[src/rtl/vga_timing_pkg.sv]
// VGA 640x480@60 timing constants and decode helper.
// Shared by the sync generator and the colour/font stages so border positions track the timing.
package vga_timing_pkg;

  localparam int COORD_W = 10;

  localparam int DEF_H_BP   = 48;
  localparam int DEF_H_ACT  = 640;
  localparam int DEF_H_FP   = 16;
  localparam int DEF_H_SYNC = 96;
  localparam int DEF_V_BP   = 33;
  localparam int DEF_V_ACT  = 480;
  localparam int DEF_V_FP   = 10;
  localparam int DEF_V_SYNC = 2;

  // *_END and *_SYNC_START are the first count past the preceding region
  localparam int H_TOTAL      = DEF_H_BP + DEF_H_ACT + DEF_H_FP + DEF_H_SYNC;
  localparam int H_ACT_START  = DEF_H_BP;
  localparam int H_ACT_END    = DEF_H_BP + DEF_H_ACT;
  localparam int H_SYNC_START = DEF_H_BP + DEF_H_ACT + DEF_H_FP;
  localparam int V_TOTAL      = DEF_V_BP + DEF_V_ACT + DEF_V_FP + DEF_V_SYNC;
  localparam int V_ACT_START  = DEF_V_BP;
  localparam int V_ACT_END    = DEF_V_BP + DEF_V_ACT;
  localparam int V_SYNC_START = DEF_V_BP + DEF_V_ACT + DEF_V_FP;

  function automatic logic in_span(input logic [COORD_W-1:0] val,
                                   input logic [COORD_W-1:0] lo,
                                   input logic [COORD_W-1:0] hi);
    return (val >= lo) && (val < hi);
  endfunction

endpackage

[src/rtl/vga_sync_gen_if.sv]
// Timing bundle from vga_sync_gen to the colour/border stage.
// frame_start exists only when VGA_FRAME_PULSE_EN is defined.
interface vga_sync_gen_if;
  import vga_timing_pkg::*;

  logic               pix_tick;
  logic [COORD_W-1:0] Qh;
  logic [COORD_W-1:0] Qv;
  logic               H_ON;
  logic               V_ON;
  logic               hsync;
  logic               vsync;
`ifdef VGA_FRAME_PULSE_EN
  logic               frame_start;

  modport master (output pix_tick, Qh, Qv, H_ON, V_ON, hsync, vsync, frame_start);
  modport slave  (input  pix_tick, Qh, Qv, H_ON, V_ON, hsync, vsync, frame_start);
`else
  modport master (output pix_tick, Qh, Qv, H_ON, V_ON, hsync, vsync);
  modport slave  (input  pix_tick, Qh, Qv, H_ON, V_ON, hsync, vsync);
`endif

endinterface

[src/rtl/pix_clk_en.sv]
// Clock-enable divider: registered one-clk tick every CLK_DIV clocks.
// With CLK_DIV = 1 the tick is held high from the first clock after reset.
module pix_clk_en #(
  parameter int CLK_DIV = 4
) (
  input  logic clk,
  input  logic resetM,
  output logic tick
);

  localparam int               DIV_W    = (CLK_DIV > 1) ? $clog2(CLK_DIV) : 1;
  localparam logic [DIV_W-1:0] DIV_LAST = DIV_W'(CLK_DIV - 1);

  logic [DIV_W-1:0] div;
  logic             wrap;

  assign wrap = (div == DIV_LAST);

  always_ff @(posedge clk or posedge resetM) begin
    if (resetM) begin
      div  <= '0;
      tick <= 1'b0;
    end else begin
      tick <= wrap;
      div  <= wrap ? '0 : div + DIV_W'(1);
    end
  end

endmodule

[src/rtl/vga_sync_gen.sv]
// VGA pixel timing generator: pixel enable, H/V counters, syncs and active flags.
// Optional frame_start pulse when VGA_FRAME_PULSE_EN is defined.
module vga_sync_gen #(
  parameter int CLK_DIV = 4,
  parameter int H_BP    = vga_timing_pkg::DEF_H_BP,
  parameter int H_ACT   = vga_timing_pkg::DEF_H_ACT,
  parameter int H_FP    = vga_timing_pkg::DEF_H_FP,
  parameter int H_SYNC  = vga_timing_pkg::DEF_H_SYNC,
  parameter int V_BP    = vga_timing_pkg::DEF_V_BP,
  parameter int V_ACT   = vga_timing_pkg::DEF_V_ACT,
  parameter int V_FP    = vga_timing_pkg::DEF_V_FP,
  parameter int V_SYNC  = vga_timing_pkg::DEF_V_SYNC
) (
  input  logic           clk,
  input  logic           resetM,
  vga_sync_gen_if.master vga
);
  import vga_timing_pkg::*;

  localparam int L_H_TOTAL = H_BP + H_ACT + H_FP + H_SYNC;
  localparam int L_V_TOTAL = V_BP + V_ACT + V_FP + V_SYNC;

  if (L_H_TOTAL >= (1 << COORD_W) || L_V_TOTAL >= (1 << COORD_W) ||
      CLK_DIV < 1 || CLK_DIV > 16) begin : g_cfg_err
    $error("vga_sync_gen: timing totals must fit in COORD_W bits and CLK_DIV in 1..16");
  end

  localparam logic [COORD_W-1:0] H_LAST    = COORD_W'(L_H_TOTAL - 1);
  localparam logic [COORD_W-1:0] H_ON_LO   = COORD_W'(H_BP);
  localparam logic [COORD_W-1:0] H_ON_HI   = COORD_W'(H_BP + H_ACT);
  localparam logic [COORD_W-1:0] H_SYNC_LO = COORD_W'(H_BP + H_ACT + H_FP);
  localparam logic [COORD_W-1:0] V_LAST    = COORD_W'(L_V_TOTAL - 1);
  localparam logic [COORD_W-1:0] V_ON_LO   = COORD_W'(V_BP);
  localparam logic [COORD_W-1:0] V_ON_HI   = COORD_W'(V_BP + V_ACT);
  localparam logic [COORD_W-1:0] V_SYNC_LO = COORD_W'(V_BP + V_ACT + V_FP);

  logic               pix_tick;
  logic [COORD_W-1:0] qh, qv, qh_nxt, qv_nxt;
  logic               h_wrap, v_wrap;
  logic               h_on, v_on, hsync, vsync;

  pix_clk_en #(.CLK_DIV(CLK_DIV)) u_pix_clk_en (
    .clk    (clk),
    .resetM (resetM),
    .tick   (pix_tick)
  );

  assign h_wrap = (qh == H_LAST);
  assign v_wrap = (qv == V_LAST);

  always_comb begin
    qh_nxt = qh + COORD_W'(1);
    qv_nxt = qv;
    if (h_wrap) begin
      qh_nxt = '0;
      qv_nxt = v_wrap ? '0 : qv + COORD_W'(1);
    end
  end

  // Flags decode the next count so they change on the same edge as Qh/Qv
  always_ff @(posedge clk or posedge resetM) begin
    if (resetM) begin
      qh    <= '0;
      qv    <= '0;
      h_on  <= 1'b0;
      v_on  <= 1'b0;
      hsync <= 1'b1;
      vsync <= 1'b1;
    end else if (pix_tick) begin
      qh    <= qh_nxt;
      qv    <= qv_nxt;
      h_on  <= in_span(qh_nxt, H_ON_LO, H_ON_HI);
      v_on  <= in_span(qv_nxt, V_ON_LO, V_ON_HI);
      hsync <= !(qh_nxt >= H_SYNC_LO);
      vsync <= !(qv_nxt >= V_SYNC_LO);
    end
  end

  assign vga.pix_tick = pix_tick;
  assign vga.Qh       = qh;
  assign vga.Qv       = qv;
  assign vga.H_ON     = h_on;
  assign vga.V_ON     = v_on;
  assign vga.hsync    = hsync;
  assign vga.vsync    = vsync;

`ifdef VGA_FRAME_PULSE_EN
  logic frame_start;

  // Only the counter wrap raises it; reset release leaves it low
  always_ff @(posedge clk or posedge resetM) begin
    if (resetM) frame_start <= 1'b0;
    else        frame_start <= pix_tick && h_wrap && v_wrap;
  end

  assign vga.frame_start = frame_start;
`endif

endmodule

[src/flat_wrapper.sv]
// flat-port wrapper written by rule: the top's interface ports become plain ports
module vga_sync_gen_flat import vga_timing_pkg::*;
#(
  parameter int CLK_DIV = 4,
  parameter int H_BP    = vga_timing_pkg::DEF_H_BP,
  parameter int H_ACT   = vga_timing_pkg::DEF_H_ACT,
  parameter int H_FP    = vga_timing_pkg::DEF_H_FP,
  parameter int H_SYNC  = vga_timing_pkg::DEF_H_SYNC,
  parameter int V_BP    = vga_timing_pkg::DEF_V_BP,
  parameter int V_ACT   = vga_timing_pkg::DEF_V_ACT,
  parameter int V_FP    = vga_timing_pkg::DEF_V_FP,
  parameter int V_SYNC  = vga_timing_pkg::DEF_V_SYNC
)
  (clk, resetM, vga_pix_tick, vga_Qh, vga_Qv, vga_H_ON, vga_V_ON, vga_hsync, vga_vsync);
  vga_sync_gen_if vga_i ();
  input  logic clk;
  input  logic resetM;
  output wire logic [$bits(vga_i.pix_tick)-1:0] vga_pix_tick;
  output wire logic [$bits(vga_i.Qh)-1:0] vga_Qh;
  output wire logic [$bits(vga_i.Qv)-1:0] vga_Qv;
  output wire logic [$bits(vga_i.H_ON)-1:0] vga_H_ON;
  output wire logic [$bits(vga_i.V_ON)-1:0] vga_V_ON;
  output wire logic [$bits(vga_i.hsync)-1:0] vga_hsync;
  output wire logic [$bits(vga_i.vsync)-1:0] vga_vsync;
  assign vga_pix_tick = vga_i.pix_tick;
  assign vga_Qh = vga_i.Qh;
  assign vga_Qv = vga_i.Qv;
  assign vga_H_ON = vga_i.H_ON;
  assign vga_V_ON = vga_i.V_ON;
  assign vga_hsync = vga_i.hsync;
  assign vga_vsync = vga_i.vsync;
  vga_sync_gen #(.CLK_DIV(CLK_DIV), .H_BP(H_BP), .H_ACT(H_ACT), .H_FP(H_FP), .H_SYNC(H_SYNC), .V_BP(V_BP), .V_ACT(V_ACT), .V_FP(V_FP), .V_SYNC(V_SYNC)) u_core (.clk(clk), .resetM(resetM), .vga(vga_i));
endmodule
[config.mk]
export PLATFORM = sky130hd
export DESIGN_NAME = vga_sync_gen_flat
export DESIGN_NICKNAME = d
export VERILOG_FILES = /design/src/rtl/vga_timing_pkg.sv /design/src/rtl/vga_sync_gen_if.sv /design/src/rtl/pix_clk_en.sv /design/src/rtl/vga_sync_gen.sv /design/src/flat_wrapper.sv
export SDC_FILE = /design/constraint.sdc
export NUM_CORES = 1
export LEC_CHECK = 0
export CELL_PAD_IN_SITES_DETAIL_PLACEMENT = 0
export CELL_PAD_IN_SITES_GLOBAL_PLACEMENT = 2
export CORE_MARGIN = 2
export CORE_UTILIZATION = 36
export CTS_BUF_LIST = sky130_fd_sc_hd__clkbuf_4 sky130_fd_sc_hd__clkbuf_8
export CTS_CLUSTER_SIZE = 30
export DETAILED_ROUTE_END_ITERATION = 16
export GPL_TIMING_DRIVEN = 0
export PLACE_DENSITY_LB_ADDON = 0.1
export SYNTH_ARGS = -nofsm -noshare
export SYNTH_HDL_FRONTEND = slang
export SYNTH_SLANG_ARGS = --single-unit
[constraint.sdc]
create_clock -name clk -period 3.35 [get_ports clk]
set_input_delay 0.8375 -clock clk [delete_from_list [all_inputs] [get_ports clk]]
set_output_delay 0.8375 -clock clk [all_outputs]
set_load 0.05 [all_outputs]
* Yosys cells after proc, flatten, opt, wreduce, memory -nomap -nowiden
Index checks and enable logic that the tools add are counted.
Widths: inputs -> output; s select.
** Word-level totals
- Register bits :: 27
- Input port bits :: 2
- Output and inout port bits :: 25
- Logic and storage cells :: 28
** Cells by class
- $add $sub $neg :: 3
- $lt $le $gt $ge :: 6
- Equality and inequality tests :: 3
- Multiplexer cells :: 4
- Reductions and logical operators :: 4
** Operator list (number)
- $mux 10 :: 3
- $add 10x1->10 const B :: 2
- $eq 10x10->1 const B :: 2
- $ge 10x10->1 const B :: 2
- $ge 10x6->1 const B :: 2
- $lt 10x10->1 const B :: 2
- $add 2x1->2 const B :: 1
- $eq 2x2->1 const B :: 1
- $logic_and 1x1->1 :: 2
- $logic_not 1->1 :: 2
- $mux 2 :: 1

* Logic depth before layout (Yosys ltp)
- Word-level depth :: 5
- Gate-level depth with buffers :: 10
- Gate-level depth less buffers :: 9

* By module
Synthesis repeated with hierarchy kept, for this count alone.
** Second synthesis, totals
- Cell total of the unflattened synthesis :: 190
- Area total of the unflattened synthesis :: 1756.7 sq um
** By module, submodules not included
- vga_sync_gen :: times used 1, cells an instance 184, area each 1661.6 sq um, seq. area each 603.1 sq um
- pix_clk_en :: times used 1, cells an instance 6, area each 95.1 sq um, seq. area each 75.1 sq um

* Worst setup path after synthesis
No wires, ideal clock.
- Kind :: reg-to-reg
- Start point :: register u_core.qv[6], in the netlist u_core.vga.Qv[6]
- End point :: register u_core.v_on, in the netlist u_core.vga.V_ON
- Setup time :: 0.127 ns
- Arrival :: 2.277 ns
- Required time :: 3.223 ns
- Path slack :: 0.946 ns
- Cell stages (with the launch flop) :: 8
- Path buffers :: 0
- Period minus slack after synthesis :: 2.404 ns
- Cell sequence :: dfrtp_1 -> or3_4 -> nor4_4 -> or2b_1 -> a31oi_1 -> nor4b_2 -> mux2i_1 -> a31oi_1
** Between the ends
- Word-level cells in the longest chain between the ends :: 5
- Elaborated cells on any way between the ends :: 7
- Classes of those cells :: add/sub: 1; order compare: 2; eq/ne: 1; mux: 2; reduce/logical: 1
** Ends and longest elaborated chain
- start, declared :: RTL line vga_sync_gen.sv:38 : logic [COORD_W-1:0] qh, qv, qh_nxt, qv_nxt;
- start signal, assigned :: RTL line vga_sync_gen.sv:71 : qv <= qv_nxt;
- $add 10x1->10 or $eq 10x10->1 (tied branches) :: RTL line vga_sync_gen.sv:56, vga_sync_gen.sv:49
- $mux 10 :: RTL line vga_sync_gen.sv:56 : qv_nxt = v_wrap ? '0 : qv + COORD_W'(1);
- $mux 10 (*) :: RTL line vga_sync_gen.sv:54 : if (h_wrap) begin
- $ge 10x6->1 or $lt 10x10->1 (tied branches) :: RTL line vga_timing_pkg.sv:29 : return (val >= lo) && (val < hi);
- $logic_and 1x1->1 (*) :: RTL line vga_timing_pkg.sv:29
- end signal, assigned :: RTL line vga_sync_gen.sv:73 : v_on <= in_span(qv_nxt, V_ON_LO, V_ON_HI);
- end, declared :: RTL line vga_sync_gen.sv:40 : logic h_on, v_on, hsync, vsync;
Mark *: on every way between the ends. The rest lies on a longest branch, timed or not.
A chain may end at the register's enable or synchronous reset.

* Worst setup path in the final report
- Start point :: register u_core.qh[3], in the netlist u_core.vga.Qh[3]
- End point :: output vga_Qh[3]
** RTL lines
- start, declared :: RTL line vga_sync_gen.sv:38
- start signal, assigned :: RTL line vga_sync_gen.sv:70 : qh <= qh_nxt;
- end, declared :: RTL line flat_wrapper.sv:19 : output wire logic [$bits(vga_i.Qh)-1:0] vga_Qh;
No word-level cell between the ends.

==> metrics.yaml <==
outcome:
  status: "finished clean"
global_route:
  grt_pass1_wl_um: 6580
  grt_overflow: 0
  grt.total_usage: 0.159
  grt_max_degree: 28
  grt_pass1_vias: 1421
  antenna_found_initial: 0
synth:
  synth_seq_area_share: 0.408
  ys_ff_latch: 27
  async_flop_share: 1.00
  avgSynthCellArea_um2: 9.19
  synth_commonest_cells: "dfrtp_1 (25), nor2_1 (23), nand2_1 (20)"
  syn_inst: 181
  yosysTopAreaCell: "dfrtp_1"
  syn_area_um2: 1660
  syn-num-nets: 188
  yosysWarnings: 0
  synthFlopType: "dfrtp_1"
  yosysTopAreaCellShare: 0.376
  synth_area_leaders: "dfrtp_1 (38%), nor2_1 (5.2%), xnor2_1 (4.7%)"
  yosysMostFrequentCell: "dfrtp_1"
  synth-edff-count: 0
  ys_types: 49
critical_path:
  crit_required_ps: 2510
  rr_endpoint: "u_core.vga.V_ON$_DFFE_PP0P_"
  start_kind: "register"
  regToRegSetupSlack_ps: 900
  endpoint_kind: "output port"
  crit_fanout: 9
  critical_path_class: "reg2out"
  critPathTopFamily: "buffers and inverters"
  cpMaxStageDelayCell: "clkdlybuf4s50_1"
  reg2reg_depth: 7
  worstReg2RegStart: "u_core.vga.Qv[6]$_DFFE_PP0P_"
  startpoint: "u_core.vga.Qh[3]$_DFFE_PP0P_"
  slowest_delay_ps: 860
  arrival_ps: 1650
  worstPathCellList: "clkdlybuf4s50_1"
  critPathBufInv: 1
  cp-endpoint: "vga_Qh[3]"
  worst-path-stages: 1
power:
  peakVddDrop_uv: 115
  switching_share: 0.212
  p_leak_uw: 0.000813
  p_int_uw: 410
  power.density_nw_per_um2: 256
  seq_power_share: 0.626
  combPwrFrac: 0.015
  clockPowerShare: 0.360
  p_sw_uw: 111
cells_and_area:
  final_core_util: 0.461
  final_cells: 263
  drive_gt1_frac: 0.0995
  insertedDiodeCount: 0
  finalNetCount: 219
  syn2layout_area_growth_pct: 22.3
floorplanning:
  coreArea_um2: 4410
  floorplan.die.height_um: 72.0
  die_x_um: 72.0
  initial_core_util: 0.377
  io_pins: 27
  die-area_um2: 5180
  rows: 24
cts:
  cts-buffers-inserted: 3
  clock_sinks: 27
  cts_buffer_depth: 2
  h-tree-depth: 1
  ctsHoldBuffers: 0
  cts_repair_resize_count: 0
  clkTransAtPathRegs_ps: 100
  cts-root-buf: "clkbuf_8"
  tritoncts: "built"
  clock_latency_ps: 270
  cts_setup_buffers: 0
placement:
  io_buffers: 26
  dp_hpwl_um: 2840
  dp_cells: 259
  place.gp.congestion: 0.853
run:
  drv_cap: 0
route:
  routed_wl_um: 3780
  drtPass1Iterations: 4
  drt-initial-drc-count: 71
  routed_via_density: 5.47
  vias: 1439
  ant_nets: 0
  drc_errors: 0
  wire_per_inst_um: 14.4
worst_hold_path:
  hold_path.class: "reg2reg"
sta:
  holdWs_ps: 434
  final.setup.tns_ps: 0
  hold_viol_final: 0
  tightest_slew_ps: 1080
  setup_viol: 0
  rsz0062_at_grt: "false"
  fmax_ghz: 0.402
  fin_crit_sh: 0.743
  maxSlewHeadroom: 0.280
  period_minus_slack_ps: 2490
  finalMaxSlewViolations: 0
  clock_skew_ps: 8.38
[logic make-up (layout without fill, tap and decap cells)]
kind of cell | after synthesis | in the layout | synth area share
AOI/OAI and AO/OA | 36 | 36 | 0.133
xor gates and xnor gates | 11 | 11 | 0.0579
adders and majority gates | 5 | 5 | 0.0376
buffers and inverters | 13 | 43 | 0.0497
DFF | 27 | 27 | 0.408
muxes | 10 | 10 | 0.0640
and+or+nand+nor | 79 | 79 | 0.250
[power groups by stage]
stage          logic (uW)  clock network, uW  registers (uW)
6_report             7.61                187             326
5_1_grt              9.21                211             326
2_1_floorplan        4.81                  0             332
3_3_place_gp         7.98                  0             332
3_5_place_dp         8.21                  0             332
4_1_cts              8.36                194             326
[cells in the final DEF, fill, tap and decap left out, types with 2 or more instances in the layout]
master           count
o21a_1               2
nand3_1             10
and3_1               3
o22ai_1              3
inv_1                6
a31oi_1              4
xor2_1               2
ha_1                 5
clkdlybuf4s50_1     26
nor3_1               2
clkbuf_8             4
a21oi_1              3
xnor2_1              9
mux2i_1              5
or3_1                2
o21ai_0             11
nor2_1              23
nand2_1             20
clkbuf_1             2
and2_1               2
dfrtp_1             25
mux2_2               4
dfstp_2              2
nand3b_1             2
nand4_1              3
o21ai_1              6
[state kept, by name, indices dropped and copies added (netlist names)]
| name | count |
|---|---|
| u_core.vga.Qh | 10 |
| u_core.u_pix_clk_en.tick | 1 |
| u_core.vga.hsync | 1 |
| u_core.vga.vsync | 1 |
| u_core.vga.H_ON | 1 |
| u_core.vga.V_ON | 1 |
| u_core.u_pix_clk_en.div | 2 |
| u_core.vga.Qv | 10 |
[worst min-delay path by stage]
stage	start	to	slack, ps	cells past startpoint
after floorplan	u_core.u_pix_clk_en.div[0]$_DFF_PP0_	u_core.u_pix_clk_en.div[0]$_DFF_PP0_	400	1
after global placement	u_core.u_pix_clk_en.div[0]$_DFF_PP0_	u_core.u_pix_clk_en.div[0]$_DFF_PP0_	410	1
after detailed placement	u_core.u_pix_clk_en.div[0]$_DFF_PP0_	u_core.u_pix_clk_en.div[0]$_DFF_PP0_	420	1
after CTS	u_core.u_pix_clk_en.div[0]$_DFF_PP0_	u_core.u_pix_clk_en.div[0]$_DFF_PP0_	440	1
after global routing	u_core.u_pix_clk_en.div[0]$_DFF_PP0_	u_core.u_pix_clk_en.div[0]$_DFF_PP0_	460	1
final	u_core.u_pix_clk_en.div[0]$_DFF_PP0_	u_core.u_pix_clk_en.div[0]$_DFF_PP0_	430	1
[metal layers]
metal	global-route usage	share of wire
met1	0.210	0.46
met2	0.275	0.49
met3	0.0208	0.037
met4	0.0440	0.0050
met5	0	0
[area by class of cell]
class	instances	area [um2]
clock buffers	3	41.3
clock inverters	1	5.00
repair buffers	26	260
flip-flops and latches	27	678
multi-input cells	141	902
well taps	52	65.1
plain buffers	7	60.1
fillers	433	2380
inverters	6	22.5
[metrics by stage]
step	instance area (um2)	setup WS (ps)	power (uW)
2_1_floorplan	1660	946	337
3_3_place_gp	1990	874	340
3_5_place_dp	1990	896	340
4_1_cts	2030	852	529
5_1_grt	2030	673	546
6_report	2030	861	521
Note: power is estimated with default switching activity, not from simulation.
